## src/rtl/q3_window_feeder.sv

```systemverilog
// Feeds the 2014_q3 window-check FSM: buffers 3-bit windows from a valid/ready producer
// and streams them LSB-first on w after a one-cycle s strobe, zero-padding on underrun.
module q3_window_feeder #(
  parameter int DEPTH = 4,
  parameter int CNT_W = 16
) (
  input  logic                       clk,
  input  logic                       reset,
  input  logic                       start,
  input  logic                       in_valid,
  input  logic [2:0]                 in_data,
  output logic                       in_ready,
  output logic                       s,
  output logic                       w,
  output logic                       busy,
  output logic                       underrun,
  output logic [CNT_W-1:0]           win_count,
  output logic [CNT_W-1:0]           pad_count,
  output logic [$clog2(DEPTH):0]     level
);

  localparam int AW = $clog2(DEPTH);
  localparam logic [AW:0] FULL_LVL = DEPTH[AW:0];

  typedef enum logic [1:0] {
    IDLE   = 2'd0,
    START  = 2'd1,
    STREAM = 2'd2
  } state_t;

  state_t           state_r, state_nx_s;
  logic [1:0]       phase_r, phase_nx_s;
  logic [2:0]       win_r, win_nx_s;
  logic [2:0]       mem_r [DEPTH];
  logic [AW-1:0]    wr_ptr_r, rd_ptr_r;
  logic [AW:0]      level_r, level_nx_s;
  logic             in_ready_r, s_r, w_r, busy_r, underrun_r;
  logic [CNT_W-1:0] win_count_r, pad_count_r;
  logic             push_s, load_s, pop_s, pad_s, w_nx_s;

  function automatic logic [CNT_W-1:0] sat_inc(input logic [CNT_W-1:0] v);
    if (v == {CNT_W{1'b1}}) begin
      sat_inc = v;
    end else begin
      sat_inc = v + {{(CNT_W-1){1'b0}}, 1'b1};
    end
  endfunction

  // Load edges enter phase 0; the head window is taken if present, otherwise zeros go out.
  always_comb begin
    push_s     = in_valid && in_ready_r;
    load_s     = (state_r == START) || ((state_r == STREAM) && (phase_r == 2'd2));
    pop_s      = load_s && (level_r != {(AW+1){1'b0}});
    pad_s      = load_s && (level_r == {(AW+1){1'b0}});
    state_nx_s = state_r;
    phase_nx_s = phase_r;
    win_nx_s   = win_r;
    level_nx_s = level_r;

    case ({push_s, pop_s})
      2'b10:   level_nx_s = level_r + {{AW{1'b0}}, 1'b1};
      2'b01:   level_nx_s = level_r - {{AW{1'b0}}, 1'b1};
      default: level_nx_s = level_r;
    endcase

    case (state_r)
      IDLE: begin
        if (start && (level_r != {(AW+1){1'b0}})) begin
          state_nx_s = START;
        end else begin
          state_nx_s = IDLE;
        end
      end
      START: begin
        state_nx_s = STREAM;
        phase_nx_s = 2'd0;
      end
      STREAM: begin
        if (phase_r == 2'd2) begin
          phase_nx_s = 2'd0;
        end else begin
          phase_nx_s = phase_r + 2'd1;
        end
      end
      default: begin
        state_nx_s = IDLE;
        phase_nx_s = 2'd0;
      end
    endcase

    if (pop_s) begin
      win_nx_s = mem_r[rd_ptr_r];
    end else if (pad_s) begin
      win_nx_s = 3'b000;
    end else begin
      win_nx_s = win_r;
    end

    if (state_nx_s == STREAM) begin
      w_nx_s = win_nx_s[phase_nx_s];
    end else begin
      w_nx_s = 1'b0;
    end
  end

  // FIFO storage; entries need no reset since level gates every read.
  always_ff @(posedge clk) begin
    if (push_s) begin
      mem_r[wr_ptr_r] <= in_data;
    end
  end

  // Control state, pointers, counters and output registers.
  always_ff @(posedge clk) begin
    if (reset) begin
      state_r     <= IDLE;
      phase_r     <= 2'd0;
      win_r       <= 3'b000;
      wr_ptr_r    <= {AW{1'b0}};
      rd_ptr_r    <= {AW{1'b0}};
      level_r     <= {(AW+1){1'b0}};
      in_ready_r  <= 1'b1;
      s_r         <= 1'b0;
      w_r         <= 1'b0;
      busy_r      <= 1'b0;
      underrun_r  <= 1'b0;
      win_count_r <= {CNT_W{1'b0}};
      pad_count_r <= {CNT_W{1'b0}};
    end else begin
      state_r    <= state_nx_s;
      phase_r    <= phase_nx_s;
      win_r      <= win_nx_s;
      level_r    <= level_nx_s;
      in_ready_r <= (level_nx_s != FULL_LVL);
      s_r        <= (state_nx_s == START);
      w_r        <= w_nx_s;
      busy_r     <= (state_nx_s != IDLE);
      if (push_s) begin
        wr_ptr_r <= wr_ptr_r + {{(AW-1){1'b0}}, 1'b1};
      end
      if (pop_s) begin
        rd_ptr_r <= rd_ptr_r + {{(AW-1){1'b0}}, 1'b1};
      end
      if (load_s) begin
        win_count_r <= sat_inc(win_count_r);
      end
      if (pad_s) begin
        pad_count_r <= sat_inc(pad_count_r);
        underrun_r  <= 1'b1;
      end
    end
  end

  assign in_ready  = in_ready_r;
  assign s         = s_r;
  assign w         = w_r;
  assign busy      = busy_r;
  assign underrun  = underrun_r;
  assign win_count = win_count_r;
  assign pad_count = pad_count_r;
  assign level     = level_r;

endmodule

```

## config.mk

```make
export PLATFORM = sky130hd
export DESIGN_NAME = q3_window_feeder
export DESIGN_NICKNAME = d
export VERILOG_FILES = /design/src/rtl/q3_window_feeder.sv
export SDC_FILE = /design/constraint.sdc
export NUM_CORES = 1
export LEC_CHECK = 0
export BUFFER_PORTS_ARGS = -buffer_cell sky130_fd_sc_hd__buf_2
export CAP_MARGIN = 20
export CORE_UTILIZATION = 40
export DETAILED_ROUTE_END_ITERATION = 10
export PLACE_DENSITY = 0.61
export SYNTH_ARGS = -nofsm -noshare
export SYNTH_HDL_FRONTEND = slang
export SYNTH_SLANG_ARGS = --single-unit
```

## constraint.sdc

```tcl
create_clock -name clk -period 5.1 [get_ports clk]
set_input_delay 0.255 -clock clk [delete_from_list [all_inputs] [get_ports clk]]
set_output_delay 0.255 -clock clk [all_outputs]
set_load 0.01 [all_outputs]
```

# Word-level counts from Yosys, hierarchy flattened

Memory sizes are Yosys's and may differ from the RTL's. A register that Yosys moved wholly into a read port is not among the register bits.
Index checks and enable logic that the tools add are counted.

Memory bits (writable): 12
Register bits: 51
Word-level logic and storage cells: 61
Memories: 1
Output and inout port bits: 40

Memories:

| memory | depth | bits a word | read ports | clocked after Yosys merged registers in | wr ports | RTL line | RTL |
|---|---|---|---|---|---|---|---|
| mem_r  | 4     | 3           | 1          | 1                                       | 1        | 34       | `logic [2:0] mem_r [DEPTH];` |

Magnitude comparators: 1
Muxes and demuxes: 13
Equal/unequal tests: 10
Reductions and logical operators: 13
Bitwise gates (word level): 3
Add/subtract/negate cells: 7

Operator list:

| kind                                                                          | number |
|---|---|
| 16-bit by 1-bit adder with 16-bit output (second input constant)              | 2 |
| 16-bit equality test (second input constant)                                  | 2 |
| 2-bit equality test (second input constant)                                   | 4 |
| 2-bit by 1-bit adder with 2-bit output (second input constant)                | 3 |
| 2-bit by 1-bit equality test with 1-bit output (second input constant)        | 3 |
| 2-bit 2-to-1 mux                                                              | 3 |
| 3-bit 2-to-1 mux                                                              | 2 |
| 2-bit one-hot mux with 3 select lines                                         | 1 |
| 3-bit one-hot mux with 2 select lines                                         | 1 |
| 1-bit logical AND                                                             | 5 |
| 1-bit 2-to-1 mux                                                              | 4 |
| 2-bit one-hot mux with 2 select lines                                         | 1 |
| 2-bit AND reduction                                                           | 2 |
| 3-bit by 1-bit adder with 3-bit output (second input constant)                | 1 |
| 3-bit zero test                                                               | 1 |
| 2-bit by 3-bit less-than comparator with 1-bit output (second input constant) | 1 |
| 3-bit != test (second input constant)                                         | 1 |
| 1-bit inverter                                                                | 3 |
| 3-bit nonzero test                                                            | 1 |
| 3-bit by 1-bit subtractor with 3-bit output (second input constant)           | 1 |
| 1-bit binary-select mux with 2-bit select                                     | 1 |
| 2-bit zero test                                                               | 1 |
| 2-bit nonzero test                                                            | 1 |
| 2-bit OR reduction                                                            | 1 |
| 1-bit logical OR                                                              | 1 |

# Logic depth before layout (Yosys ltp)

Word-level depth: 8
Mapped depth: 11

# Worst setup path before layout

No wires, ideal clock.

Path type: register to register
Start point: reg state_r[0]
End point: reg in_ready_r, in the netlist in_ready
Path slack: 2726 ps
Library setup time: 118 ps
Arrival: 2256 ps
Cell stages (with the launch flop): 12
Cell sequence: dfxtp_1 inv_1 ha_1 nand3b_1 a21oi_1 ha_1 inv_1 fa_1 xor2_1 or3_1 a21oi_1 nand2b_1

Word-level cells in the longest chain between the ends: 7

RTL lines:

| element                                                                                      | RTL line | RTL |
|---|---|---|
| start: declaration                                                                           | 31       | `state_t state_r, state_nx_s;` |
| start signal: assignment                                                                     | 130      | `state_r <= state_nx_s;` |
| 2-bit equality test                                                                          | 52       | `load_s = (state_r == START) \|\| ((state_r == STREAM) && (phase_r == 2'd2));` |
| 1-bit logical AND                                                                            | 52       |  |
| 1-bit logical OR (*)                                                                         | 52       |  |
| 1-bit logical AND (*)                                                                        | 53       | `pop_s = load_s && (level_r != {(AW+1){1'b0}});` |
| named net pop_s                                                                              | 39       | `logic push_s, load_s, pop_s, pad_s, w_nx_s;` |
| 2-bit by 1-bit equality test with 1-bit output / 2-bit equality test (equally long branches) | 60       | `case ({push_s, pop_s})` |
| 3-bit one-hot mux with 2 select lines (*)                                                    | 60       |  |
| 3-bit != test (*)                                                                            | 134      | `in_ready_r <= (level_nx_s != FULL_LVL);` |
| end signal: assignment                                                                       | 134      |  |
| end: declaration                                                                             | 37       | `logic in_ready_r, s_r, w_r, busy_r, underrun_r;` |

Mark *: on every way through the listed nets, which the timed path passes. The rest lies on a longest branch.
A chain may end at the register's enable or synchronous reset.

# Worst setup path after layout

Ends and elaborated chain as after synthesis.

==> run summary <==
Slew HR: 0.499
Final worst slack: 2.29 ns
Die height: 90.2 um
Hold Path Class: in2reg
Power Dens Cells: 319 nW/um^2
Die area: 8140 um^2
Layout cells sized above 1: 0.209
Top FF cell, synth: dfxtp_1
Initial antenna violation count: 0
Hold_buf cts: 0
Residual DRC: 0
Switch share: 0.252
FF-to-FF path depth: 10
Mapped Area: 3110 um^2
Worst-Skew Late Latency: 0.33 ns
Via Count: 2,640
CTS Buffer Depth: 2
Post-Synth XOR/XNOR Area: 0.0141
Required @ worst endpoint: 5.32 ns
Final setup viols: 0
Share of flip-flops with an asynchronous set or reset: 0
Clk root buf: clkbuf_8
DRT Pass-1 Iters: 4
Max IR drop VDD: 174 uV
Post-route ant nets: 0
Global placement routability congestion: 0.805
Tmin final: 2.81 ns
FILL cells: 715
Critical Path End Type: flip-flop
DR iter-0 viols: 116
P&R area growth vs syn: 17.2%
Status: complete, no violations
Synth unique cells: 49
P_sw: 0.000293 W
Post-DP HPWL: 4670 um
Int Pwr: 0.000872 W
Number of max-cap violations: 0
Simple-gate share of the synthesized area: 0.213
Port bufs: 46
Antenna diodes: 0
First-pass GRT wire length: 11,300 um
Crit path max fanout: 13
Clock buffer count from CTS: 9
Clock Skew: 0.00620 ns
Final Instance Area: 3650 um^2
Reg-to-Reg End: in_ready
Starting Density: 0.422
Clock power share: 0.411
Synth warn: 0
Syn avg cell area: 9.70 um^2
Vias in the first global route: 2,379
Largest net degree at the start of global routing: 54
DR WL/cell: 14.2 um
Crit path launch: state_r[0]
Die W: 90.2 um
Total Neg Setup Slack: 0 ns
DP Worst Slack: 2.31 ns
Compound-Gate Fraction of Synth Area: 0.182
Core ar.: 7370 um^2
Mux cell area share after synthesis: 0.0466
Post-CTS setup buffer count: 0
Worst slew pin tran: 0.744 ns
Fin. Hold Viols: 0
Synth Instances: 321
# clock sinks: 65
End of the critical path: in_ready
Combinational share of power: 0.105
Htree depth: 3
# rows: 31
Reg2reg start: state_r[0]
Final-stage net count: 387
Sequential share of the synthesized area: 0.457
Main combinational cell family by area after synthesis: simple AND/OR/NAND/NOR gates
TritonCTS clock tree: built
Slew Viols, Final: 0
Adder-Cell Fraction of Synth Area: 0.0506
Crit path kind: reg2reg
Number of synthesized flops with an enable pin: 12
Vias per cell: 5.59
CTS clock-pin slew for the worst setup and hold paths: 0.07 ns
Register bit total from synthesis: 65
Leak: 1.41 nW
Slack of the worst reg-to-reg path: 2.29 ns
Total track usage: 0.170
Post-Route WL: 6710 um
F_max: 0.356 GHz
RSZ-0062 raised after global routing: no
Period utilization: 0.550
Core Util, Final: 0.495
CTS resizes: 0
Startpoint Class: flip-flop
I/O pin cnt: 47
Cell Area, Placed: 3420 um^2
Critical path arrival: 3.03 ns
Gr ovfl total: 0
Reg power frac: 0.484
Syn_nets: 340
## layer usage
| layer | wire length (um) | vias up | track usage |
|---|---|---|---|
| met4 | 58 | 0 | 0.0685 |
| met2 | 3150 | 47 | 0.272 |
| met5 | 0 | - | 0 |
| li1 | - | 1319 | - |
| met3 | 219 | 6 | 0.0288 |
| met1 | 3290 | 1268 | 0.227 |
## cell usage after synthesis (4+ instances only)
cell type,count,area (um^2)
nand4_1,8,50.1
or3_1,7,43.8
or4_1,14,105
nor2_1,22,82.6
ha_1,11,138
clkbuf_1,10,37.5
a21oi_1,29,145
nand2_1,15,56.3
and4_1,5,43.8
inv_1,15,56.3
o21ai_0,11,55.1
edfxtp_1,12,360
and3_1,10,62.6
nor2b_1,8,50.1
dfxtp_1,53,1060
mux2_2,6,67.6
o211ai_1,4,30.0
nand3_1,10,50.1
o31ai_1,12,90.1
## power by group through the flow
stage / sequential [W] / combinational [W] / clock (W)
floorplan: 0.000576 / 0.0000844 / 0
global placement: 0.000574 / 0.000119 / 0
detailed placement: 0.000575 / 0.000123 / 0
CTS: 0.000564 / 0.000123 / 0.000494
global route: 0.000567 / 0.000138 / 0.000512
finish: 0.000564 / 0.000123 / 0.000478
## state kept, by name, indices dropped and copies added, names as in the netlist, named ones only
register	cells
underrun	1
s	1
level	3
phase_r	2
win_r	3
w	1
wr_ptr_r	2
busy	1
mem_r	12
pad_count	16
win_count	16
in_ready	1
state_r	2
rd_ptr_r	2
## layout make-up
type	count	area (um^2)	share of cell area
sequential	65	1420	0.390
tap	99	124	0.0340
clock buffer	9	124	0.0340
inverter	15	56.3	0.0154
clock inverter	7	95.1	0.0261
multi-input combinational	228	1580	0.432
timing repair buffer	49	250	0.0686
## how the worst min path moves through the flow
stage | start | cells past startpoint | end
after floorplan | in_data[0] | 0 | mem_r[0][0]
after global placement | underrun | 2 | underrun
after detailed placement | underrun | 2 | underrun
after CTS | in_data[0] | 1 | mem_r[2][0]
after global routing | in_data[0] | 1 | mem_r[2][0]
final | in_data[0] | 1 | mem_r[2][0]
## metrics by stage
stage	cells	hold WS [ns]	total power (W)
floorplan	321	0.354	0.000660
global placement	455	0.430	0.000694
detailed placement	455	0.439	0.000698
CTS	471	0.120	0.00118
global route	472	0.128	0.00122
finish	472	0.139	0.00116
## critical path: stages (launching register included)
cell and delay [ns]:
dfxtp_1 0.39, ha_1 0.45, inv_1 0.18, a21oi_1 0.29, ha_1 0.24, inv_1 0.06
fa_1 0.38, xor2_1 0.16, or3_1 0.30, a21oi_1 0.18, nand2b_1 0.07
## kinds of logic (layout without fill, tap and decap cells)
| family | after synthesis | count (layout) |
|---|---|---|
| compound gates | 84 | 84 |
| xor+xnor | 5 | 5 |
| flops | 65 | 65 |
| buf+inv | 28 | 80 |
| fa+ha+maj | 12 | 12 |
| mux | 10 | 10 |
| simple gates | 117 | 117 |
## cell usage in the layout, fill, tap and decap left out, types with 4 or more instances in the layout
cell type,instances
nand2_1,15
and4_1,5
edfxtp_1,12
ha_1,11
clkbuf_8,9
mux2_2,6
buf_2,46
o21ai_0,11
dfxtp_1,53
nor2b_1,8
nand4_1,8
or4_1,14
or3_1,7
a21oi_1,29
o31ai_1,12
nor2_1,22
nand3_1,10
inv_1,15
o211ai_1,4
and3_1,10
Power figures use the tool's default switching activity.
